$ cat src/rtl/riscv_pkg.sv
// Shared RISC-V front-end definitions.
// Provides datapath widths, the PC increment, the default reset vector,
// the canonical NOP encoding, the fetch-queue entry layout and a PC
// alignment helper used by the fetch stage.
package riscv_pkg;

  localparam int unsigned XLEN = 32;
  localparam int unsigned ILEN = 32;

  localparam logic [XLEN-1:0] PC_INC           = 32'd4;
  localparam logic [XLEN-1:0] DEFAULT_RESET_PC = 32'h0000_0000;
  localparam logic [ILEN-1:0] NOP_INSTR        = 32'h0000_0013;

  // One fetch-queue entry: the PC is kept next to its instruction so decode
  // never has to reconstruct it.
  typedef struct packed {
    logic [XLEN-1:0] pc;
    logic [ILEN-1:0] instr;
  } fetch_entry_t;

  localparam int unsigned ENTRY_W = $bits(fetch_entry_t);

  // Instructions are word aligned; the low two address bits are dropped.
  function automatic logic [XLEN-1:0] align_pc(input logic [XLEN-1:0] addr);
    return {addr[XLEN-1:2], 2'b00};
  endfunction

endpackage

$ cat src/rtl/fetch_fifo.sv
// Generic synchronous FIFO used as the fetch queue.
// Ports:
//   clk, reset : rising-edge clock, synchronous active-high reset
//   flush      : discard all entries (pointers and count cleared)
//   push/wdata : write wdata at the tail
//   pop        : consume the head
//   count      : current occupancy (0..DEPTH)
//   rdata      : head entry, driven to zero while empty
// A push and pop in the same cycle is accepted even when full.
module fetch_fifo #(
  parameter  int unsigned DEPTH = 2,
  parameter  int unsigned WIDTH = 64,
  localparam int unsigned PTR_W = $clog2(DEPTH)
) (
  input  logic             clk,
  input  logic             reset,
  input  logic             flush,
  input  logic             push,
  input  logic             pop,
  input  logic [WIDTH-1:0] wdata,
  output logic [PTR_W:0]   count,
  output logic [WIDTH-1:0] rdata
);

  localparam logic [PTR_W:0] FULL_COUNT = (PTR_W+1)'(DEPTH);
  localparam logic [PTR_W:0] ONE        = (PTR_W+1)'(1);

  logic [WIDTH-1:0] mem [DEPTH];
  logic [PTR_W-1:0] wr_ptr;
  logic [PTR_W-1:0] rd_ptr;
  logic             do_pop;
  logic             do_push;

  // Guard against underflow/overflow locally so the FIFO stays safe on its own.
  assign do_pop  = pop & (count != '0);
  assign do_push = push & ((count < FULL_COUNT) | do_pop);

  always_ff @(posedge clk) begin
    if (reset || flush) begin
      wr_ptr <= '0;
      rd_ptr <= '0;
      count  <= '0;
    end else begin
      if (do_push) wr_ptr <= wr_ptr + 1'b1;
      if (do_pop)  rd_ptr <= rd_ptr + 1'b1;
      case ({do_push, do_pop})
        2'b10:   count <= count + ONE;
        2'b01:   count <= count - ONE;
        default: count <= count;
      endcase
    end
  end

  // Storage carries no reset; validity is tracked purely by count.
  always_ff @(posedge clk) begin
    if (!reset && !flush && do_push) mem[wr_ptr] <= wdata;
  end

  assign rdata = (count == '0) ? '0 : mem[rd_ptr];

endmodule

$ cat src/rtl/fetch_unit.sv
// Instruction fetch stage.
// Owns the program counter, drives it to instruction memory, captures each
// {pc, instruction} pair into the fetch queue and hands them to decode with
// a valid/ready handshake. Redirects flush the queue and reload the PC.
// Ports:
//   clk, reset              : rising-edge clock, synchronous active-high reset
//   imem_addr / imem_data   : word address out, instruction back same cycle
//   redirect_valid/_pc      : taken branch/jump target (low bits ignored)
//   if_valid/if_instr/if_pc : queue head presented to decode
//   id_ready                : decode accepts the head this cycle
//   fetch_count             : queue occupancy
module fetch_unit
  import riscv_pkg::*;
#(
  parameter  logic [31:0] RESET_PC = DEFAULT_RESET_PC,
  parameter  int unsigned DEPTH    = 2,
  localparam int unsigned PTR_W    = $clog2(DEPTH)
) (
  input  logic             clk,
  input  logic             reset,
  output logic [XLEN-1:0]  imem_addr,
  input  logic [ILEN-1:0]  imem_data,
  input  logic             redirect_valid,
  input  logic [XLEN-1:0]  redirect_pc,
  output logic             if_valid,
  output logic [ILEN-1:0]  if_instr,
  output logic [XLEN-1:0]  if_pc,
  input  logic             id_ready,
  output logic [PTR_W:0]   fetch_count
);

  localparam logic [PTR_W:0] FULL_COUNT = (PTR_W+1)'(DEPTH);

  logic [XLEN-1:0] fetch_pc;
  logic            pop;
  logic            push;
  fetch_entry_t    wr_entry;
  fetch_entry_t    head;
  logic [ENTRY_W-1:0] head_bits;

  assign pop  = if_valid & id_ready;
  // A redirect never pushes: the instruction on imem_data belongs to the
  // wrong path.
  assign push = !redirect_valid & ((fetch_count < FULL_COUNT) | pop);

  always_ff @(posedge clk) begin
    if (reset) begin
      fetch_pc <= RESET_PC;
    end else if (redirect_valid) begin
      fetch_pc <= align_pc(redirect_pc);
    end else if (push) begin
      fetch_pc <= fetch_pc + PC_INC;
    end
  end

  assign imem_addr = fetch_pc;

  always_comb begin
    wr_entry       = '0;
    wr_entry.pc    = fetch_pc;
    wr_entry.instr = imem_data;
  end

  fetch_fifo #(
    .DEPTH (DEPTH),
    .WIDTH (ENTRY_W)
  ) u_fifo (
    .clk   (clk),
    .reset (reset),
    .flush (redirect_valid),
    .push  (push),
    .pop   (pop),
    .wdata (wr_entry),
    .count (fetch_count),
    .rdata (head_bits)
  );

  assign head     = fetch_entry_t'(head_bits);
  assign if_valid = (fetch_count != '0);
  assign if_instr = head.instr;
  assign if_pc    = head.pc;

endmodule

$ cat config.mk
export PLATFORM = sky130hd
export DESIGN_NAME = fetch_unit
export DESIGN_NICKNAME = d
export VERILOG_FILES = /design/src/rtl/riscv_pkg.sv /design/src/rtl/fetch_fifo.sv /design/src/rtl/fetch_unit.sv
export SDC_FILE = /design/constraint.sdc
export NUM_CORES = 1
export LEC_CHECK = 0
export CAP_MARGIN = 20
export CORE_UTILIZATION = 45
export CTS_BUF_LIST = sky130_fd_sc_hd__clkbuf_8 sky130_fd_sc_hd__clkbuf_16
export DETAILED_ROUTE_END_ITERATION = 8
export PLACE_DENSITY = 0.82
export SYNTH_ARGS = -nofsm -noshare
export SYNTH_HDL_FRONTEND = slang
export SYNTH_HIERARCHICAL = 1
export SYNTH_SLANG_ARGS = --single-unit
$ cat constraint.sdc
create_clock -name clk -period 6.2 [get_ports clk]
set_input_delay 0.93 -clock clk [delete_from_list [all_inputs] [get_ports clk]]
set_output_delay 0.93 -clock clk [all_outputs]
set_load 0.01 [all_outputs]
# After elaboration in Yosys (flattened, before gate mapping)

Memories as Yosys holds them, arrays and structs flattened. A register that Yosys moved wholly into a read port is not among the register bits.
Index checks and enable logic that the tools add are counted.

Memories: 1
Bits in registers: 36
Output and inout bits: 99
Input port bits: 68
Logic and storage cells: 38
Bits in writable memories: 128

Mux-type cells: 8
Add/sub/neg operators: 5
$lt $le $gt $ge: 1
Bitwise gates (word level): 6
Equal/unequal tests: 2
Reduce and logical (&&, ||, !) cells: 10

Memory list:

| name       | depth | width | rd ports | clocked after memory_dff | wr ports | line             | RTL |
|---|---|---|---|---|---|---|---|
| u_fifo.mem | 2     | 64    | 1        | 1                        | 1        | fetch_fifo.sv:28 | `logic [WIDTH-1:0] mem [DEPTH];` |

Operators with widths:

| operator              | number |
|---|---|
| $mux 32               | 2 |
| $mux 64               | 1 |
| $add 32x3->32 const B | 1 |
| $reduce_bool 2->1     | 3 |
| $and 1x1->1           | 4 |
| $mux 1                | 4 |
| $pmux 2 s2            | 1 |
| $add 1x1->1 const B   | 2 |
| $add 2x1->2 const B   | 1 |
| $eq 2x1->1 const B    | 1 |
| $eq 2x2->1 const B    | 1 |
| $logic_and 1x1->1     | 2 |
| $logic_not 1->1       | 2 |
| $logic_not 2->1       | 1 |
| $lt 2x2->1 const B    | 1 |
| $or 1x1->1            | 2 |
| $reduce_or 2->1       | 1 |
| $sub 2x1->2 const B   | 1 |
| $logic_or 1x1->1      | 1 |

# Longest topological paths before layout

Gate-level depths: netlist (run 1).

Depth after elaboration: 8
Mapped depth: 9
Depth with buffers taken out: 8

# Hierarchy

The synthesis (run 1) kept the hierarchy.

Modules (own cells, without submodules):

| module     | cells an instance | sequential area each (µm²) | times used | area an instance (µm²) |
|---|---|---|---|---|
| fetch_fifo | 298               | 3,943.8                    | 1          | 5,042.3 |
| fetch_unit | 240               | 600.6                      | 1          | 1,911.8 |

# Worst setup path after synthesis (run 1)

Ideal clock, no wire load.

Kind: input -> register
Start: input port redirect_valid
End: memory u_fifo.mem[0][0], enable pin
Setup slack: -0.479 ns
Data arrival time: 6.115 ns
Required time: 5.635 ns
Library setup time: 0.565 ns
Path buffers: 3
Cell stages on the path: 6
Cell sequence: clkbuf_1 > buf_1 > clkbuf_1 > nor2_1 > nand2b_1 > nor3_1

Longest elaborated chain between the ends: 6
Elaborated cells on any way between the ends: 7
Classes of those cells: 2 x mux; 2 x bitwise; 3 x reduce/logical

Ends and longest elaborated chain:

| what                         | line             | RTL |
|---|---|---|
| start: declaration           | fetch_unit.sv:23 | `input logic redirect_valid,` |
| $logic_not 1->1              | fetch_unit.sv:44 | `assign push = !redirect_valid & ((fetch_count < FULL_COUNT) \| pop);` |
| $and 1x1->1                  | fetch_unit.sv:44 |  |
| via push                     | fetch_unit.sv:36 | `logic push;` |
| $and 1x1->1                  | fetch_fifo.sv:36 | `assign do_push = push & ((count < FULL_COUNT) \| do_pop);` |
| $logic_and 1x1->1            | fetch_fifo.sv:56 | `if (!reset && !flush && do_push) mem[wr_ptr] <= wdata;` |
| $mux 1                       | fetch_fifo.sv:56 |  |
| $mux 1 (implied by the code) | fetch_fifo.sv:56 |  |
| end: declaration             | fetch_fifo.sv:28 |  |

The timed path passes the listed nets, and every way through them passes these cells.

# Final worst setup path (run 1)

Start: register u_fifo.count[1]
End: output port if_pc[31]

Longest elaborated chain between the ends: 2

Ends and longest elaborated chain:

| what                     | line             | RTL |
|---|---|---|
| start: declaration       | fetch_fifo.sv:21 | `output logic [PTR_W:0] count,` |
| start signal: assignment | fetch_fifo.sv:47 | `2'b10: count <= count + ONE;` |
| start signal: assignment | fetch_fifo.sv:48 | `2'b01: count <= count - ONE;` |
| start signal: assignment | fetch_fifo.sv:49 | `default: count <= count;` |
| $logic_not 2->1          | fetch_fifo.sv:59 | `assign rdata = (count == '0) ? '0 : mem[rd_ptr];` |
| $mux 64                  | fetch_fifo.sv:59 |  |
| end: declaration         | fetch_unit.sv:27 | `output logic [XLEN-1:0] if_pc,` |

Every way passes these cells.

==> results of run 1 <==
## worst max-delay path, delay by kind of cell, from the launching register on
kind                   cells  cell delay [ns]
flip-flops                 1             0.40
buffers and inverters      2             1.10
AND/OR/NAND/NOR            2             0.26
## sequential cells by signal (all words and copies together), names as in the netlist, named ones only
name           flops
u_fifo/rd_ptr      1
imem_addr         30
u_fifo/count       2
u_fifo/mem       128
u_fifo/wr_ptr      1
## final timing paths
kind                   endpoint  slack (ns)  depth (start not counted)
setup / recovery      if_pc[31]        3.04                          4
hold / removal        flip-flop        0.52                          2
setup reg to reg  imem_addr[13]        3.70                          4
hold reg to reg       flip-flop        0.52                          2
## cell type report
class                   instances  area, um2
inverters                      11       41.3
repair buffers                171       1750
well taps                     188        235
clock inverters                 9        121
flip-flops and latches        163       4550
fillers                      1118       5690
multi-input cells             337       2240
clock buffers                  23        531
## per-layer routing
metal / part of all wire (%) / GRT usage (%)
met5: 0 / 0
met4: 2.2 / 9.36
met3: 6.7 / 5.78
met2: 49 / 35.8
met1: 42 / 25.1
## kinds of logic (layout without fill, tap and decap cells)
family | count (synthesis) | after routing
AO/OA/AOI/OAI | 59 | 59
flip-flops | 163 | 163
AND/OR/NAND/NOR | 194 | 194
adder cells (fa/ha/maj) | 2 | 2
multiplexers | 64 | 64
XOR/XNOR | 12 | 12
buffers and inverters | 43 | 214
other | 1 | 6
## power by group through the flow
stage	logic (W)	registers [W]	clock network [W]
2_1_floorplan	0.0000848	0.00127	0
3_3_place_gp	0.000211	0.00127	0
3_5_place_dp	0.000217	0.00127	0
4_1_cts	0.000218	0.00125	0.00113
5_1_grt	0.000237	0.00125	0.00118
6_report	0.000220	0.00125	0.00112
## stage by stage
step	cells	area, um2	hold slack (ns)
after floorplan	543	6970	0.472
after global placement	867	8740	0.486
after detailed placement	868	8750	0.504
after CTS	900	9410	0.524
after global routing	902	9460	0.535
final	902	9460	0.522
## cell usage in the layout (no fill, tap or decap), types with 7 or more instances in the layout
cell	n
clkdlybuf4s50_1	162
edfxtp_1	128
nor2_1	90
mux2i_1	64
dfxtp_1	34
clkbuf_16	19
a211oi_1	16
nand2_1	16
nand3_1	15
o21ai_0	13
inv_1	12
nand4_1	10
nor4_1	9
and4_1	8
nor3_1	7
xnor2_1	7
a2111oi_0	7
==> impl_metrics.yaml, run 1 <==
power:
  switching_share_pct: 20.7
  combPwrFrac_pct: 8.5
  p_seq_share_pct: 48.3
  ir_worst_vdd_uv: 212
  finalPower_w: 0.00259
  p_sw_w: 0.000537
  power.density_nw_per_um2: 274
  intPower_w: 0.00205
  power.leakage_nw: 3.05
  p_clk_share_pct: 43.2
clocking:
  clk_latency_ns: 0.43
  clk_pin_slew_worst_paths_ns: 0.06
  cts_tree: "yes"
  cts_buffer_depth: 2
  cts-resized-gates: 0
  cts_setup_buffers: 0
  clockRootBuffer: "clkbuf_16"
  cts_inserted_buffers: 17
  postCtsHoldBufs: 0
  h-tree-depth: 4
  cts_sinks: 163
synthesis:
  synth_top_family_by_area: "simple AND/OR/NAND/NOR gates"
  synth_edf_count: 128
  synth_xor_area_share_pct: 1.51
  synth_adder_area_share_pct: 0.360
  yosys.area_share.simple_pct: 14.3
  ys_seq_area_share_pct: 65.3
  synth_area_leaders: "edfxtp_1, dfxtp_1, mux2i_1"
  yosys.cell_count.top_type: "edfxtp_1"
  synth_common_cells: "edfxtp_1, nor2_1, mux2i_1"
  synthMuxAreaShare_pct: 9.21
  ys_ff_latch: 163
  syn_area_per_cell_um2: 12.9
  synthFlopType: "edfxtp_1"
  ys_async_sr_fraction_pct: 0
  yosysTopAreaCellShare_pct: 55.3
  syn-instance-count: 538
  netlist-cell-type-count: 52
  synth-compound-area-share_pct: 6.28
  yosys_warnings: 6
  synth_area_um2: 6950
  yosysTopAreaCell: "edfxtp_1"
min_path:
  min_from: "u_fifo/rd_ptr"
  hold_class: "reg2reg"
placement:
  io_buffers: 162
  place_ws_ns: 2.28
  place.gp.congestion: 0.819
  hpwl_mm: 10.5
routing:
  firstDrtPassIters: 5
  viasPerCell: 5.54
  drc: 0
  num_vias: 4994
  drtIter0Drc: 404
  finalWirelength_mm: 16.4
  ant_nets: 0
  wl_per_cell_um: 18.2
critical_path:
  start_kind: "flip-flop"
  crit_slowest_cell: "buf_4"
  path_cells: "nor2_4 -> buf_4 -> nor2_1 -> clkdlybuf4s50_1"
  path_class: "reg2out"
  crit-reg2reg-launch: "imem_addr[4]"
  slowest_delay_ns: 0.56
  cp.required_ns: 5.27
  cp-end-kind: "output pin"
  worstSetupStartpoint: "u_fifo/count[1]"
  worstPathMaxFanout: 64
  cp.arrival_ns: 2.23
timing:
  final-max-slew-violation-count: 0
  min_period_over_period_pct: 51.0
  tns_ns: 0
  tightest_slew_ns: 1.11
  grt_setup_unrepaired: "false"
  period_minus_slack_ns: 3.16
  finalSetupViolations: 0
  clock.fmax_mhz: 316
  worst_slack_ns: 3.04
  max-slew-margin-rel_pct: 25.2
  hold_violations: 0
  skew_ns: 0.00996
floorplan:
  start_util_pct: 45.9
  fp.dieH_um: 126
  boundaryPins: 167
  die_area_um2: 16000
  die_x_um: 126
  fp-row-count: 45
  core-area_um2: 15100
flow_run:
  drv_cap: 0
grt:
  antenna_found_initial: 0
  grt_pass1_wl_mm: 25.5
  grtUsageTotal_pct: 21.1
  grt-ovfl-total: 0
  grt_pass1_vias: 4908
  grt_max_degree: 65
cells_and_area:
  final_nets: 771
  fin_util_pct: 62.5
  area_delta_synth_final_pct: 36.0
  antennaDiodeCount: 0
  drive_gt1_share_pct: 7.00
outcome:
  status: "finished, final reports clean"
Note: power is estimated with default switching activity, not from simulation.
==> run 2: changes to the inputs <==
--- a/config.mk
+++ b/config.mk
@@ -6,10 +6,10 @@
 export NUM_CORES = 1
 export LEC_CHECK = 0
 export CAP_MARGIN = 20
-export CORE_UTILIZATION = 45
+export CORE_UTILIZATION = 49
 export CTS_BUF_LIST = sky130_fd_sc_hd__clkbuf_8 sky130_fd_sc_hd__clkbuf_16
 export DETAILED_ROUTE_END_ITERATION = 8
-export PLACE_DENSITY = 0.82
+export PLACE_DENSITY = 0.85
 export SYNTH_ARGS = -nofsm -noshare
 export SYNTH_HDL_FRONTEND = slang
 export SYNTH_HIERARCHICAL = 1
==> constraint.sdc (replaced) <==
create_clock -name clk -period 3 [get_ports clk]
set_input_delay 0.45 -clock clk [delete_from_list [all_inputs] [get_ports clk]]
set_output_delay 0.45 -clock clk [all_outputs]
set_load 0.01 [all_outputs]
==> impl_metrics.yaml, run 2 (synthesized netlist as in run 1, its figures left out) <==
cells_and_area:
  num-fill-cells: 999
  drive_gt1_share_pct: 7.26
  antennaDiodeCount: 0
  fin_util_pct: 67.8
  mostFrequentLayoutCells: "clkdlybuf4s50_1, edfxtp_1, nor2_1, mux2i_1, dfxtp_1"
  finalInstanceArea_um2: 9410
  top_register: "u_fifo/mem"
  regArea_um2: 4550
  area_delta_synth_final_pct: 35.2
  multi_input_area_um2: 2270
  fin_cells: 896
  layout_commonest_cell: "clkdlybuf4s50_1"
  largest_reg_flops: 128
  final_nets: 774
grt:
  grt_pass1_wl_mm: 24.7
  grt_max_degree: 65
  grt_pass1_vias: 4896
  grt-ovfl-total: 0
  antenna_found_initial: 0
  grtUsageTotal_pct: 22.5
timing:
  holdWs_ns: 0.518
  min_period_over_period_pct: 84.8
  grt_setup_unrepaired: "false"
  clock.fmax_mhz: 393
  skew_ns: 0.00550
  finalSetupViolations: 0
  period_minus_slack_ns: 2.54
  final-max-slew-violation-count: 0
  hold_violations: 0
  tightest_slew_ns: 0.876
  max-slew-margin-rel_pct: 41.1
clocking:
  cts_tree: "yes"
  cts_buffer_depth: 2
  cts_setup_buffers: 0
  cts_inserted_buffers: 17
  postCtsHoldBufs: 0
  clk_latency_ns: 0.42
  clockRootBuffer: "clkbuf_16"
  h-tree-depth: 4
  clk_pin_slew_worst_paths_ns: 0.06
  cts-resized-gates: 0
  cts_sinks: 163
floorplan:
  core-area_um2: 13900
  fp-row-count: 43
  fp.dieH_um: 121
  boundaryPins: 167
  start_util_pct: 50.1
  die_x_um: 121
  die_area_um2: 14700
critical_path:
  path_class: "reg2out"
  worstPathMaxFanout: 24
  cp.required_ns: 2.55
  cp-end-kind: "output pin"
  cp.arrival_ns: 2.09
  start_kind: "flip-flop"
routing:
  num_vias: 5008
  firstDrtPassIters: 5
  wl_per_cell_um: 17.7
  drtIter0Drc: 523
  viasPerCell: 5.59
  ant_nets: 0
  drc: 0
  finalWirelength_mm: 15.8
placement:
  place.gp.congestion: 0.893
  io_buffers: 162
  place_area_um2: 8850
  hpwl_mm: 10.4
  dpl.cell_count: 865
min_path:
  hold_class: "reg2reg"
power:
  power.density_nw_per_um2: 538
  ir_worst_vdd_uv: 372
  power.leakage_nw: 3.03
outcome:
  status: "finished, final reports clean"
flow_run:
  drv_cap: 0
[run 2: changes by cell type in the layout (fill, tap and decap cells not counted), sizes merged]
| cell | delta |
|---|---|
| clkinv | +4 |
| clkinvlp | +1 |
| inv | +1 |
| clkbuf | -6 |
| buf | +3 |
| bufinv | -1 |
[run 2: worst max-delay path: stages (launching register included)]
cell and delay, ns:
dfxtp_4 0.59, buf_12 0.26, mux2i_1 0.10, nor2_1 0.11, clkdlybuf4s50_1 0.59
[run 2: power breakdown]
group          switching, W  internal (W)
Sequential        0.0000756       0.00251
Clock              0.000821       0.00120
Combinational      0.000209      0.000253
[run 2: worst paths after layout]
path | cells past startpoint | end | slack (ns) | from
setup reg to reg | 6 | u_fifo/mem[0][32] | 0.52 | u_fifo/count[1]
setup / recovery | 4 | if_pc[17] | 0.46 | flip-flop
hold reg to reg | 2 | flip-flop | 0.52 | u_fifo/rd_ptr
hold / removal | 2 | flip-flop | 0.52 | u_fifo/rd_ptr
[run 2: final cells by class]
type | instances | share of cell area, %
clock buffer | 17 | 4.52
clock inverter | 14 | 1.33
inverter | 11 | 0.439
multi-input combinational | 337 | 24.1
sequential | 163 | 48.4
tap | 180 | 2.39
timing repair buffer | 174 | 18.9
[run 2: stage by stage]
| stage | worst slack (ns) | total power (W) | TNS [ns] |
|---|---|---|---|
| 6_report | 0.457 | 0.00506 | 0 |
| 5_1_grt | 0.358 | 0.00523 | 0 |
| 4_1_cts | 0.425 | 0.00511 | 0 |
| 3_5_place_dp | 0.165 | 0.00309 | 0 |
| 3_3_place_gp | 0.239 | 0.00307 | 0 |
| 2_1_floorplan | -0.0630 | 0.00281 | -4.26 |
[run 2: metal layers]
layer / track usage [%] / share of wire [%] / vias to the layer above
li1: - / - / 2365
met1: 27.2 / 41 / 2325
met2: 36.5 / 48 / 257
met3: 6.63 / 7.7 / 61
met4: 11.3 / 3.5 / 0
met5: 0 / 0 / -
==> run 3: changes to the inputs <==
==> constraint.sdc (replaced) <==
create_clock -name clk -period 2.5 [get_ports clk]
set_input_delay 0.375 -clock clk [delete_from_list [all_inputs] [get_ports clk]]
set_output_delay 0.375 -clock clk [all_outputs]
set_load 0.01 [all_outputs]
==> impl_metrics.yaml, run 3 (synthesized netlist as in run 1, its figures left out) <==
power:
  power.leakage_nw: 3.14
  power.density_nw_per_um2: 673
  ir_worst_vdd_uv: 440
timing:
  period_minus_slack_ns: 2.26
  hold_violations: 0
  finalSetupViolations: 0
  tightest_slew_ns: 0.934
  clock.fmax_mhz: 442
  grt_setup_unrepaired: "false"
  final-max-slew-violation-count: 0
  skew_ns: 0.0110
  max-slew-margin-rel_pct: 37.2
  tns_ns: 0
  min_period_over_period_pct: 90.5
floorplan:
  start_util_pct: 50.1
  fp.dieH_um: 121
  fp-row-count: 43
  die_x_um: 121
  boundaryPins: 167
  core-area_um2: 13900
  die_area_um2: 14700
cells_and_area:
  final_nets: 786
  drive_gt1_share_pct: 9.60
  layout_commonest_cell: "clkdlybuf4s50_1"
  largest_reg_flops: 128
  antennaDiodeCount: 0
  fin_cells: 909
  area_delta_synth_final_pct: 38.0
  finalInstanceArea_um2: 9600
  top_register: "u_fifo/mem"
  regArea_um2: 4550
  multi_input_area_um2: 2270
  mostFrequentLayoutCells: "clkdlybuf4s50_1, edfxtp_1, nor2_1, mux2i_1, dfxtp_1"
  fin_util_pct: 69.1
  num-fill-cells: 987
outcome:
  status: "finished, final reports clean"
grt:
  grtUsageTotal_pct: 22.3
  antenna_found_initial: 0
  grt-ovfl-total: 0
  grt_max_degree: 65
  grt_pass1_wl_mm: 24.7
  grt_pass1_vias: 4881
critical_path:
  worstSetupStartpoint: "imem_addr[3]"
  crit-reg2reg-launch: "imem_addr[3]"
  path_class: "reg2reg"
  worstPathMaxFanout: 10
  cp-end-kind: "flip-flop"
  start_kind: "flip-flop"
  cp.arrival_ns: 2.53
  cp.required_ns: 2.77
clocking:
  clk_pin_slew_worst_paths_ns: 0.06
  cts_buffer_depth: 2
  cts_inserted_buffers: 17
  cts-resized-gates: 0
  cts_tree: "yes"
  clockRootBuffer: "clkbuf_16"
  clk_latency_ns: 0.41
  h-tree-depth: 4
  cts_sinks: 163
placement:
  place.gp.congestion: 0.891
  place_area_um2: 8930
  hpwl_mm: 10.8
  io_buffers: 162
  dpl.cell_count: 875
routing:
  viasPerCell: 5.62
  num_vias: 5112
  drc: 0
  drtIter0Drc: 518
  wl_per_cell_um: 17.8
  firstDrtPassIters: 6
  finalWirelength_mm: 16.2
  ant_nets: 0
min_path:
  min_from: "imem_addr[31]"
  hold_class: "reg2reg"
flow_run:
  drv_cap: 0
-- run 3: changes by cell type in the layout (fill, tap and decap cells not counted), sizes merged --
cell    before  now
inv         13   14
clkinv       7    4
bufinv       2    5
buf         12   24
-- run 3: cell type report --
class	count	share of cell area (%)
Clock inverter	15	2.22
Multi-Input combinational cell	337	23.6
Inverter	11	0.430
Tap cell	180	2.35
Sequential cell	163	47.4
Timing Repair Buffer	186	19.6
Clock buffer	17	4.43
-- run 3: path summary, 6_finish.rpt --
| path | endpoint | slack, ns | cells past startpoint |
|---|---|---|---|
| min | u_fifo/mem[0][63] | 0.53 | 0 |
| max | imem_addr[15] | 0.24 | 4 |
| max reg2reg | imem_addr[15] | 0.24 | 4 |
| min reg2reg | u_fifo/mem[0][63] | 0.53 | 0 |
-- run 3: timing repair --
item,4_1_cts,5_1_grt
hold buffers,0,0
setup buffers,0,2
endpoints found under the setup margin,0,6
-- run 3: critical path, stage by stage (launching register included) --
cell and delay [ns]:
dfxtp_1 0.49, nand2_1 0.24, nor4_2 0.82, a211oi_1 0.17
a2111oi_0 0.40
-- run 3: per-layer routing --
layer	global-route usage, %	part of all wire, %	vias up
met5	0	0	-
met2	37.3	49	251
li1	-	-	2378
met1	28.0	41	2454
met4	9.10	1.9	0
met3	4.93	7.9	29
-- run 3: power breakdown --
group	total (W)	internal [W]	switching, W	leakage [nW]
Sequential	0.00309	0.00301	0.0000779	1.46
Combinational	0.000582	0.000313	0.000268	1.36
Clock	0.00279	0.00177	0.00102	0.312
-- run 3: metrics by stage --
stage / power, W / hold WS, ns / worst slack [ns]
finish: 0.00645 / 0.529 / 0.237
global route: 0.00664 / 0.533 / 0.0560
CTS: 0.00648 / 0.523 / 0.0220
detailed placement: 0.00372 / 0.511 / -0.0295
global placement: 0.00370 / 0.489 / 0.0882
floorplan: 0.00337 / 0.472 / -0.488
